`config.mk`:
```
export PLATFORM = sky130hd
export DESIGN_NAME = wb2axi
export DESIGN_NICKNAME = d
export VERILOG_FILES = /design/src/rtl/wb2axi.sv
export SDC_FILE = /design/constraint.sdc
export NUM_CORES = 1
export LEC_CHECK = 0
export ABC_AREA = 1
export BUFFER_PORTS_ARGS = -buffer_cell sky130_fd_sc_hd__buf_4
export CAP_MARGIN = 40
export CORE_AREA = 2 2 101 103
export DETAILED_ROUTE_END_ITERATION = 16
export DIE_AREA = 0 0 103 105
export PLACE_DENSITY = 0.83
export SLEW_MARGIN = 10
export SYNTH_ARGS = -nofsm -noshare
export SYNTH_HDL_FRONTEND = slang
export SYNTH_SLANG_ARGS = --single-unit
```
`constraint.sdc`:
```
create_clock -name i_clk -period 5.2 [get_ports i_clk]
set_input_delay 0.52 -clock i_clk [delete_from_list [all_inputs] [get_ports i_clk]]
set_output_delay 0.52 -clock i_clk [all_outputs]
set_load 0.03 [all_outputs]
```
`src/rtl/wb2axi.sv`:
```
// wb2axi: Wishbone classic slave to AXI4-lite master bridge.
// One transaction in flight; each 32-bit Wishbone access becomes a single
// 64-bit AXI beat, with byte-address bit 2 choosing the upper or lower lane.
module wb2axi #(
   parameter int              AW = 12,
   parameter int              IW = 1,
   parameter logic [IW-1:0]   ID = '0
) (
   input  logic          i_clk,
   input  logic          i_rst,
   input  logic [AW-1:2] i_wb_adr,
   input  logic [31:0]   i_wb_dat,
   input  logic [3:0]    i_wb_sel,
   input  logic          i_wb_we,
   input  logic          i_wb_cyc,
   input  logic          i_wb_stb,
   output logic [31:0]   o_wb_rdt,
   output logic          o_wb_ack,
   output logic          o_wb_err,
   output logic [AW-1:0] o_awaddr,
   output logic [IW-1:0] o_awid,
   output logic          o_awvalid,
   input  logic          i_awready,
   output logic [63:0]   o_wdata,
   output logic [7:0]    o_wstrb,
   output logic          o_wvalid,
   input  logic          i_wready,
   input  logic [1:0]    i_bresp,
   input  logic          i_bvalid,
   output logic          o_bready,
   output logic [AW-1:0] o_araddr,
   output logic [IW-1:0] o_arid,
   output logic          o_arvalid,
   input  logic          i_arready,
   input  logic [63:0]   i_rdata,
   input  logic [1:0]    i_rresp,
   input  logic          i_rvalid,
   output logic          o_rready
);

   typedef enum logic [2:0] {IDLE, WADDR, WRESP, RADDR, RRESP} state_t;

   state_t state, state_nxt;
   logic   hi;          // lane of the transaction in flight
   logic   aborted;     // Wishbone dropped cyc after accept
   logic   done;        // AXI response handshake this cycle
   logic   resp_err;    // that response is SLVERR/DECERR
   logic   accept;
   logic   abort_now;
   logic   aw_done;
   logic   w_done;
   logic   unused_resp_lsb;

   assign o_awid = ID;
   assign o_arid = ID;

   // Only resp[1] distinguishes error from okay.
   assign unused_resp_lsb = ^{i_bresp[0], i_rresp[0]};

   // Not re-accepting while ack/err is visible keeps a held strobe from
   // launching the same request twice.
   assign accept    = i_wb_cyc & i_wb_stb & ~o_wb_ack & ~o_wb_err;
   assign abort_now = aborted | ~i_wb_cyc;
   assign aw_done   = ~o_awvalid | i_awready;
   assign w_done    = ~o_wvalid  | i_wready;

   // State register.
   always_ff @(posedge i_clk or posedge i_rst) begin
      if (i_rst) state <= IDLE;
      else       state <= state_nxt;
   end

   // Next-state decode and response detection.
   always_comb begin
      // NOTE: every variable gets a default first so no path infers a latch.
      state_nxt = state;
      done      = 1'b0;
      resp_err  = 1'b0;
      case (state)
         IDLE:  if (accept) state_nxt = i_wb_we ? WADDR : RADDR;
         WADDR: if (aw_done && w_done) state_nxt = WRESP;
         WRESP: if (i_bvalid) begin
            state_nxt = IDLE;
            done      = 1'b1;
            resp_err  = i_bresp[1];
         end
         RADDR: if (i_arready) state_nxt = RRESP;
         RRESP: if (i_rvalid) begin
            state_nxt = IDLE;
            done      = 1'b1;
            resp_err  = i_rresp[1];
         end
         default: state_nxt = IDLE;
      endcase
   end

   // Handshake outputs, completion pulses and the sticky abort flag.
   always_ff @(posedge i_clk or posedge i_rst) begin
      if (i_rst) begin
         o_awvalid <= 1'b0;
         o_wvalid  <= 1'b0;
         o_bready  <= 1'b0;
         o_arvalid <= 1'b0;
         o_rready  <= 1'b0;
         o_wb_ack  <= 1'b0;
         o_wb_err  <= 1'b0;
         aborted   <= 1'b0;
      end else begin
         // NOTE: sequential state uses <= so every register samples pre-edge values.
         o_awvalid <= (state == IDLE && accept && i_wb_we) || (o_awvalid && !i_awready);
         o_wvalid  <= (state == IDLE && accept && i_wb_we) || (o_wvalid  && !i_wready);
         o_bready  <= (state_nxt == WRESP);
         o_arvalid <= (state_nxt == RADDR);
         o_rready  <= (state_nxt == RRESP);
         o_wb_ack  <= done && !resp_err && !abort_now;
         o_wb_err  <= done &&  resp_err && !abort_now;
         aborted   <= (state_nxt != IDLE) && abort_now;
      end
   end

   // Request capture on accept and read-data capture on the R handshake.
   always_ff @(posedge i_clk or posedge i_rst) begin
      if (i_rst) begin
         hi       <= 1'b0;
         o_awaddr <= '0;
         o_araddr <= '0;
         o_wdata  <= '0;
         o_wstrb  <= '0;
         o_wb_rdt <= '0;
      end else begin
         if (state == IDLE && accept) begin
            hi <= i_wb_adr[2];
            if (i_wb_we) begin
               o_awaddr <= {i_wb_adr, 2'b00};
               o_wdata  <= {2{i_wb_dat}};
               o_wstrb  <= i_wb_adr[2] ? {i_wb_sel, 4'h0} : {4'h0, i_wb_sel};
            end else begin
               o_araddr <= {i_wb_adr, 2'b00};
            end
         end
         if (state == RRESP && i_rvalid)
            o_wb_rdt <= hi ? i_rdata[63:32] : i_rdata[31:0];
      end
   end

endmodule

```
==> results.toml <==
[route]
wl_mm = 12.2
drc = 0
post_drt_wl_per_cell_um = 13.8
antenna_left = 0
drt_iter0_drc = 127
dr.pass1.iters = 4
vias = 4169
drt-vias-per-instance = 4.71

[layout]
n_antenna_cell = 0
drive_gt1_frac = 0.371
final_util = 0.672
design_area_mm2 = 0.00648
area_growth_pct = 41.3
layoutNonFillerInstCount = 885
fin_nets = 872

[global_routing]
grt_max_degree = 67
gr-total-overflow = 0
grt_util_all_layers = 0.224
grt_first_pass_wirelength_mm = 19.0
antenna_found_initial = 0
grt_pass1_vias = 3955

[setup_path]
crit_top_cell = "nor2_4"
crit_path_end_kind = "flop"
cp_max_fo = 53
crit_type = "reg2reg"
slowest_stage = "dfrtp_1"
path_cells = "nor2_4, nand3_2, nor2_4, inv_2, nor2_4, inv_2, nand2_1, nand2_1"
worstPathRequired_ns = 5.44
slowest_delay_ns = 0.52
arrival_ns = 2.48
reg2regPathDepth = 8
cp-start-kind = "flop"

[synth]
netlist_instances = 539
synth-xor-area-share = 0
yosysWarnings = 0
netlist_area_mm2 = 0.00458
synth_compound_area_frac = 0.0524
synth-simple-area-share = 0.270
synth_top_area_share = 0.568
yosysSeqAreaShare = 0.568
synth.distinct_cells = 22
yosysTopAreaCell = "dfrtp_1"
synthAdderAreaFrac = 0
async_flop_share = 1.00
post-synth-top-count-cell = "nand2_1"
yosys-top-cells-area = "dfrtp_1 (57%), nand2_1 (21%), buf_4 (6.7%)"
ys_ff_latch = 104
synth_ff_type = "dfrtp_1"
synth_top_family_by_area = "simple AND/OR/NAND/NOR gates"
synth_edf_count = 0
synth.avg_cell_area_um2 = 8.50
synthMuxAreaShare = 0
ys_top_cells_by_count = "nand2_1 (251), dfrtp_1 (104), buf_4 (41)"

[placement]
place_ws_ns = 2.97
dp_hpwl_mm = 9.26
place.gp.congestion = 0.856
port_buffers = 252
dp.cells = 870
place_area_mm2 = 0.00631

[clock_tree]
postCtsHoldBufs = 0
clk_path_buf_depth = 2
cts_inserted_buffers = 9
cts_tree = "yes"
ctsResizeCount = 0
postCtsSetupBuffers = 0
root_buffer = "clkbuf_8"
clk_pin_slew_ns = 0.10
clkLatencyLatePin_ns = 0.36
cts_sinks = 104
htree_levels = 3

[die]
die_area_mm2 = 0.0108
die_y_um = 105
io_pins = 261
start_util = 0.475
core-area_mm2 = 0.00964
die_w_um = 103
rows = 36

[timing]
rsz0062_at_grt = "no"
drv_slew = 0
hold_viol_final = 0
worst_slew_pin_slew_ns = 0.837
fin_crit_sh = 0.429
period_needed_ns = 2.23
whs_ns = 0.199
max-slew-margin-rel = 0.441
clock.fmax_ghz = 0.448
tns_ns = 0
fin_ws_ns = 2.97
setup_violations = 0
finClkSkew_ns = 0.00932

[power]
power_leakage_nw = 3.61
peakVddDrop_mv = 0.284
powerDensity_mw_per_mm2 = 662
fin_total_pwr_mw = 4.29

[worst_hold_path]
min_path_type = "in2async"

[outcome]
outcome = "completed"

[run]
drv_cap = 0
## worst max-delay path: cells and delay by family, from the launching register on
kind | cells | cell delay [ns]
AND/OR/NAND/NOR | 6 | 1.06
buffers and inverters | 2 | 0.52
flip-flops | 1 | 0.52
## power breakdown
part / internal [mW] / leakage, nW / switching (mW) / total, mW
Clock: 0.185 / 0.0862 / 0.264 / 0.449
Combinational: 0.866 / 2.22 / 1.56 / 2.43
Sequential: 1.17 / 1.31 / 0.244 / 1.41
Total: 2.22 / 3.61 / 2.07 / 4.29
## placed cells by master, fill, tap and decap left out
cell	n
a21oi_1	2
buf_4	255
buf_16	2
nor4_1	1
inv_2	3
nor2_4	3
a31oi_1	32
nand3_2	1
nor2_1	39
nand3b_1	1
nor3_1	1
inv_1	14
clkbuf_1	2
nand3_1	12
inv_4	1
clkinv_4	1
o21ai_0	6
clkbuf_8	10
conb_1	6
nand2_1	251
clkinv_2	2
nor4_4	1
nand4_1	1
dfrtp_1	104
clkinv_1	1
## kinds of logic (layout without fill, tap and decap cells)
family,count (synthesis),count (layout)
and+or+nand+nor,311,311
DFF,104,104
buffers and inverters,83,291
AOI/OAI and AO/OA,40,40
other,1,6
## state kept, by name, summed over array words and instances (netlist names), 3 cells and up
signal and flops:
o_wstrb 8, o_wdata 32, state 3, o_araddr 10
o_wb_rdt 32, o_awaddr 10
## final cells by class
cell class,instances,area [µm²]
Clock buffer,12,145
Tap cell,133,166
Inverter,19,73.8
Timing Repair Buffer,257,1970
Sequential cell,104,2600
Multi-Input combinational cell,357,1500
Clock inverter,3,18.8
Fill cell,785,3160
## routing by layer
layer  GRT usage  share of wire  wire length, µm
met5           0              0                0
met2       0.390           0.50             6130
met4      0.0818          0.023              279
met1       0.258           0.39             4700
met3      0.0615          0.087             1060
## worst paths after layout
kind                         startpoint     endpoint  slack (ns)
setup / recovery               state[0]   o_wstrb[4]        2.97
hold / removal                    i_rst  o_wdata[48]        0.20
setup reg to reg               state[0]   o_wstrb[4]        2.97
hold reg to reg             o_awaddr[4]  o_awaddr[4]        0.48
max in group asynchronous         i_rst   o_wstrb[3]        3.82
min in group i_clk         i_wb_dat[28]  o_wdata[60]        0.35
Power figures use the tool's default switching activity.
